`src/rtl/rr_arbiter8.sv`:
```
// Round-robin arbiter for 8 requesters. Optional ARB_TIMEOUT_EN forces release after HOLD_MAX cycles.
// Latency: req seen at edge N gives a registered grant after edge N; at least one idle cycle between grants.
// Backpressure: the holder keeps the grant until done, its req bit drops, or the hold limit is reached.
module rr_arbiter8 #(
    parameter int HOLD_MAX = 16
) (
    input  logic       clk,
    input  logic       rst_n,
    input  logic [7:0] req,
    input  logic       done,
    output logic [2:0] gnt_idx,
    output logic       gnt_vld,
    output logic [7:0] gnt,
    output logic       timeout
);

    typedef enum logic {IDLE, GRANT} state_t;

    state_t     state_q, state_d;
    logic [2:0] ptr_q, ptr_d;
    logic [2:0] gnt_idx_q, gnt_idx_d;
    logic [2:0] pick_idx;
    logic [2:0] scan_idx;
    logic       pick_vld;
    logic       norm_rel;
    logic       force_rel;

    generate
        if (HOLD_MAX < 2 || HOLD_MAX > 31) begin : g_bad_hold
            $error("rr_arbiter8: HOLD_MAX must be within 2..31");
        end
    endgenerate

    // Scan from the farthest offset down so the last hit is the one closest to ptr.
    always_comb begin
        pick_idx = 3'd0;
        pick_vld = 1'b0;
        scan_idx = 3'd0;
        for (int k = 7; k >= 0; k--) begin
            scan_idx = ptr_q + 3'(k);
            if (req[scan_idx]) begin
                pick_idx = scan_idx;
                pick_vld = 1'b1;
            end
        end
    end

    assign norm_rel = done | ~req[gnt_idx_q];

`ifdef ARB_TIMEOUT_EN
    logic [4:0] hold_cnt_q, hold_cnt_d;
    logic       timeout_q, timeout_d;

    assign force_rel = (hold_cnt_q == 5'(HOLD_MAX - 1));

    // A normal release on the limit edge wins, so timeout only flags a true force.
    always_comb begin
        hold_cnt_d = hold_cnt_q;
        timeout_d  = 1'b0;
        if (state_q == IDLE) begin
            hold_cnt_d = 5'd0;
        end else if (norm_rel || force_rel) begin
            hold_cnt_d = 5'd0;
            timeout_d  = force_rel & ~norm_rel;
        end else begin
            hold_cnt_d = hold_cnt_q + 5'd1;
        end
    end

    always_ff @(posedge clk or negedge rst_n) begin
        if (!rst_n) begin
            hold_cnt_q <= 5'd0;
            timeout_q  <= 1'b0;
        end else begin
            hold_cnt_q <= hold_cnt_d;
            timeout_q  <= timeout_d;
        end
    end

    assign timeout = timeout_q;
`else
    assign force_rel = 1'b0;
    assign timeout   = 1'b0;
`endif

    always_comb begin
        state_d   = state_q;
        ptr_d     = ptr_q;
        gnt_idx_d = gnt_idx_q;
        case (state_q)
            IDLE: begin
                if (pick_vld) begin
                    gnt_idx_d = pick_idx;
                    state_d   = GRANT;
                end
            end
            GRANT: begin
                if (norm_rel || force_rel) begin
                    ptr_d   = gnt_idx_q + 3'd1;
                    state_d = IDLE;
                end
            end
            default: state_d = IDLE;
        endcase
    end

    always_ff @(posedge clk or negedge rst_n) begin
        if (!rst_n) begin
            state_q   <= IDLE;
            ptr_q     <= 3'd0;
            gnt_idx_q <= 3'd0;
        end else begin
            state_q   <= state_d;
            ptr_q     <= ptr_d;
            gnt_idx_q <= gnt_idx_d;
        end
    end

    assign gnt_idx = gnt_idx_q;
    assign gnt_vld = (state_q == GRANT);
    assign gnt     = gnt_vld ? (8'h01 << gnt_idx_q) : 8'h00;

endmodule

```
`config.mk`:
```
export PLATFORM = sky130hd
export DESIGN_NAME = rr_arbiter8
export DESIGN_NICKNAME = d
export VERILOG_FILES = /design/src/rtl/rr_arbiter8.sv
export SDC_FILE = /design/constraint.sdc
export NUM_CORES = 1
export LEC_CHECK = 0
export CAP_MARGIN = 20
export CORE_UTILIZATION = 42
export DETAILED_ROUTE_END_ITERATION = 10
export GPL_ROUTABILITY_DRIVEN = 0
export PLACE_DENSITY = 0.77
export SLEW_MARGIN = 25
export SYNTH_ARGS = -nofsm -noshare
export SYNTH_HDL_FRONTEND = slang
export SYNTH_SLANG_ARGS = --single-unit
export TNS_END_PERCENT = 5
```
`constraint.sdc`:
```
create_clock -name clk -period 9.34 [get_ports clk]
set_clock_uncertainty 0.15 [all_clocks]
set_input_delay 1.401 -clock clk [delete_from_list [all_inputs] [get_ports clk]]
set_output_delay 1.401 -clock clk [all_outputs]
set_load 0.02 [all_outputs]
```
[After elaboration in Yosys (flattened, before gate mapping)]
Index checks and enable logic that the tools add are counted.
Storage, ports and cells
  input bits: 11
  logic and storage cells: 64
  register bits after elaboration: 7
Operators by class
  $lt $le $gt $ge: 9
  bitwise logic cells: 3
  shift operators: 1
  add/subtract/negate cells: 8
  reduce and logical (&&, ||, !) cells: 2
  mux-type cells: 38
Operators with widths (number)
  $lt A3 B4 Y1 const B: 9
  $bmux W1 S3: 9
  $mux W3: 8
  $mux W1: 19
  $add A3 B3 Y3 const B: 4
  $mux W8: 1
  $shl A1 B3 Y8 const A: 1
  $add A3 B1 Y3 const B: 2
  $add A3 B2 Y3 const B: 2
  $reduce_and A2 Y1: 2
  $not A1 Y1: 2
  $pmux W1 S2: 1
  $or A1 B1 Y1: 1

[Longest topological paths before layout]
  depth after elaboration: 13
  mapped depth: 11
  mapped depth without buffers: 7

[Worst setup path after synthesis]
Ideal clock, no wire load.
  path type: input-to-reg
  from: input port req[7]
  to: register gnt_idx_q[2] (netlist: gnt_idx[2])
  arrival: 2.947 ns
  stages on the path: 6
  buffers on the path: 1
  data required time: 9.051 ns
  setup slack: 6.104 ns
  library setup time: 0.139 ns
  cell sequence: clkbuf_1 -> mux4_2 -> a221oi_2 -> a21oi_1 -> a2111oi_1 -> o41ai_2
On the way
  longest elaborated chain between the ends: 11
  elaborated cells between the ends (all ways): 33
  classes of those cells: 32 x mux; 1 x reduce/logical
Ends and longest elaborated chain
  start, declared: RTL line 9  | input logic [7:0] req,
  $bmux W1 S3: RTL line 41  | if (req[scan_idx]) begin
  $mux W1 (implied by the code): RTL line 41
  $mux W1 (8 in a row): RTL line 41
  $reduce_and A2 Y1 (no source line)
  end signal, assigned: RTL line 115  | gnt_idx_q <= gnt_idx_d;
  end, declared: RTL line 21  | logic [2:0] gnt_idx_q, gnt_idx_d;
Parallel ways exist; a longest one is shown, timed or not. The select of a mux whose other input is x is not followed.
A chain may end at the register's enable or synchronous reset.

[Worst setup path after layout]
Same ends and word-level chain as after synthesis.

==> impl_metrics.env <==
export IMPL_drt_wl_total_um=3440
export IMPL_diodes=0
export IMPL_rr_endpoint="gnt_idx[2]$_DFFE_PN0P_"
export IMPL_syn_instance_count=150
export IMPL_grt_overflow=0
export IMPL_die_area_um2=3540
export IMPL_num_rows=20
export IMPL_vias_per_cell=6.47
export IMPL_required_ns=9.30
export IMPL_synthXorXnorAreaFrac_pct=1.26
export IMPL_core_um2=3100
export IMPL_muxShareOfSynthArea_pct=34.7
export IMPL_drv_cap=0
export IMPL_fp_dieW_um=59.5
export IMPL_crit_type="input port to register"
export IMPL_initial_core_util_pct=44.8
export IMPL_yosys_area_share_simple_pct=14.0
export IMPL_grt_max_degree=27
export IMPL_hold_viol_final=0
export IMPL_synth_nets=169
export IMPL_ys_ff_latch=7
export IMPL_syn_cell_area_um2=1390
export IMPL_leakage_nw=0.619
export IMPL_track_usage_pct=21.1
export IMPL_area_growth_pct=16.2
export IMPL_synth_edf_count=0
export IMPL_period_needed_ns=3.59
export IMPL_min_from="gnt_idx[1]$_DFFE_PN0P_"
export IMPL_multi_input_area_um2=1110
export IMPL_final_setup_viol_count=0
export IMPL_cts_sinks=7
export IMPL_synth_warnings=0
export IMPL_p_per_area_nw_per_um2=366
export IMPL_worstPathArrival_ns=3.55
export IMPL_cts_resized=0
export IMPL_yosys_area_top_type_share_pct=16.2
export IMPL_cts_tree="done"
export IMPL_die_h_um=59.5
export IMPL_drive_gt1_share_pct=19.3
export IMPL_fmax_mhz=279
export IMPL_yosysMostFrequentCell="mux2_2"
export IMPL_synthAdderAreaFrac_pct=7.20
export IMPL_synthTopCellsByCount="13 x mux2_2, 11 x mux2i_1, 10 x mux4_2, 8 x ha_1, 8 x inv_1"
export IMPL_num_nets_final=181
export IMPL_tightest_slew_ns=0.738
export IMPL_synth_flop_cell="dfrtp_1"
export IMPL_fin_crit_sh_pct=38.4
export IMPL_vias=1326
export IMPL_rsz0062_at_grt="false"
export IMPL_seq_area_frac_synth_pct=12.6
export IMPL_cts_buffers_inserted=3
export IMPL_cp_max_fo=10
export IMPL_regArea_um2=176
export IMPL_grt_pass1_wl_um=5730
export IMPL_synth_distinct_cells=46
export IMPL_drc=0
export IMPL_antenna_found_initial=0
export IMPL_ir_worst_vdd_v=0.000161
export IMPL_insertion_delay_ns=0.25
export IMPL_timing_setup_tns_ns=0
export IMPL_max_slew_margin_pct=50.8
export IMPL_hold_buffers=0
export IMPL_outcome="finished, final reports clean"
export IMPL_clk_pin_slew_ns=0.05
export IMPL_grt_pass1_vias=1177
export IMPL_postRouteAntennaNets=0
export IMPL_wl_per_cell_um=16.8
export IMPL_synth_top_family_by_area="multiplexers"
export IMPL_whs_path_depth=2
export IMPL_synthArstFlopShare_pct=100
export IMPL_total_power_uw=591
export IMPL_pin_count=24
export IMPL_clk_path_buf_depth=2
export IMPL_drt_iter0_markers=45
export IMPL_startpoint="req[7]"
export IMPL_holdCritPathClass="register to register"
export IMPL_syn_avg_cell_area_um2=9.27
export IMPL_yosys_area_top_type="mux4_2"
export IMPL_r2r_slack_ns=6.16
export IMPL_drv_slew=0
export IMPL_synth_compound_area_share_pct=22.3
export IMPL_endpoint_kind="register"
export IMPL_fillers=303
export IMPL_h_tree_depth=1
export IMPL_reg2regPathDepth=7
export IMPL_synth_area_top_cells="mux4_2 16%, dfrtp_1 13%, mux2_2 11%, mux2i_1 7.9%, ha_1 7.2%"
export IMPL_io_buffers=22
export IMPL_start_kind="input port"
export IMPL_post_cts_setup_buffers=0
export IMPL_first_pass_iters=4
export IMPL_root_buffer="clkbuf_4"
export IMPL_hold_end="gnt_idx[1]$_DFFE_PN0P_"
export IMPL_r2r_start="ptr_q[1]$_DFFE_PN0P_"
export IMPL_dp_hpwl_um=2660
## cell type report
type,count,area share [%]
Multi-Input combinational cell,120,68.6
Timing Repair Buffer,22,13.6
Sequential cell,7,10.9
Tap cell,44,3.41
Inverter,8,1.86
Clock buffer,4,1.63
## per-stage QoR
step | cell area (um^2) | cells | hold slack, ns | utilization [%] | worst slack (ns)
after CTS | 1610 | 205 | 0.464 | 52.0 | 5.76
after detailed placement | 1590 | 201 | 0.448 | 51.2 | 5.45
after floorplan | 1390 | 150 | 0.520 | - | 6.10
final | 1620 | 205 | 0.455 | 52.1 | 5.75
after global routing | 1620 | 205 | 0.479 | 52.1 | 5.68
after global placement | 1590 | 201 | 0.444 | 51.2 | 5.57
## how the worst max path moves through the flow
stage / to / slack, ns
final: gnt_idx[2]$_DFFE_PN0P_ / 5.75
after global routing: gnt_idx[2]$_DFFE_PN0P_ / 5.68
after CTS: gnt_idx[2]$_DFFE_PN0P_ / 5.76
after detailed placement: gnt_idx[2]$_DFFE_PN0P_ / 5.45
after global placement: gnt_idx[2]$_DFFE_PN0P_ / 5.57
after floorplan: gnt_idx[2]$_DFFE_PN0P_ / 6.10
## report_power, final
| group | switching (mW) | internal (mW) |
|---|---|---|
| Sequential | 0.0557 | 0.0455 |
| Combinational | 0.237 | 0.225 |
| Clock | 0.0115 | 0.0163 |
| Total | 0.304 | 0.287 |
## worst max-delay path: stages
cell and delay, ns:
clkdlybuf4s50_1 0.56, mux4_2 0.59, a221oi_1 0.33, a21oi_1 0.10
a2111oi_1 0.47, o41ai_2 0.10
## cells in the final DEF (no fill, tap or decap), types with 2 or more instances in the layout
master           netlist  final
clkbuf_4               0      3
a21oi_1                3      3
nor2_1                 6      6
mux2i_1               11     11
o21ai_0                7      7
o211ai_1               2      2
mux4_2                10     10
a221oi_1               2      2
clkdlybuf4s50_1        0     22
a221o_1                2      2
nand2_1                7      7
a31oi_1                2      2
and3_1                 6      6
dfrtp_1                7      6
a221oi_2               2      2
nor3_1                 3      3
and2_1                 7      7
nand3_1                3      3
inv_1                  8      8
a32oi_1                3      3
mux2_2                13     13
a22oi_1                3      3
ha_1                   8      8
## cell families (layout without fill, tap and decap cells)
| logic type | Yosys count | in the layout |
|---|---|---|
| compound gates | 38 | 38 |
| xor+xnor | 2 | 2 |
| fa+ha+maj | 8 | 8 |
| buf+inv | 23 | 34 |
| flops | 7 | 7 |
| mux | 34 | 34 |
| other cells | 1 | 1 |
| simple gates | 37 | 37 |
## flip-flops by register name, summed over array words and instances (netlist names)
| name | cells |
|---|---|
| ptr_q | 3 |
| gnt_idx | 3 |
| gnt_vld | 1 |
## metal layers
metal,share of wire (%),track usage [%]
met1,43,29.9
met5,0,0
met2,50,33.5
met3,5.7,4.37
met4,1.5,3.32
(Power assumes the default switching activity.)
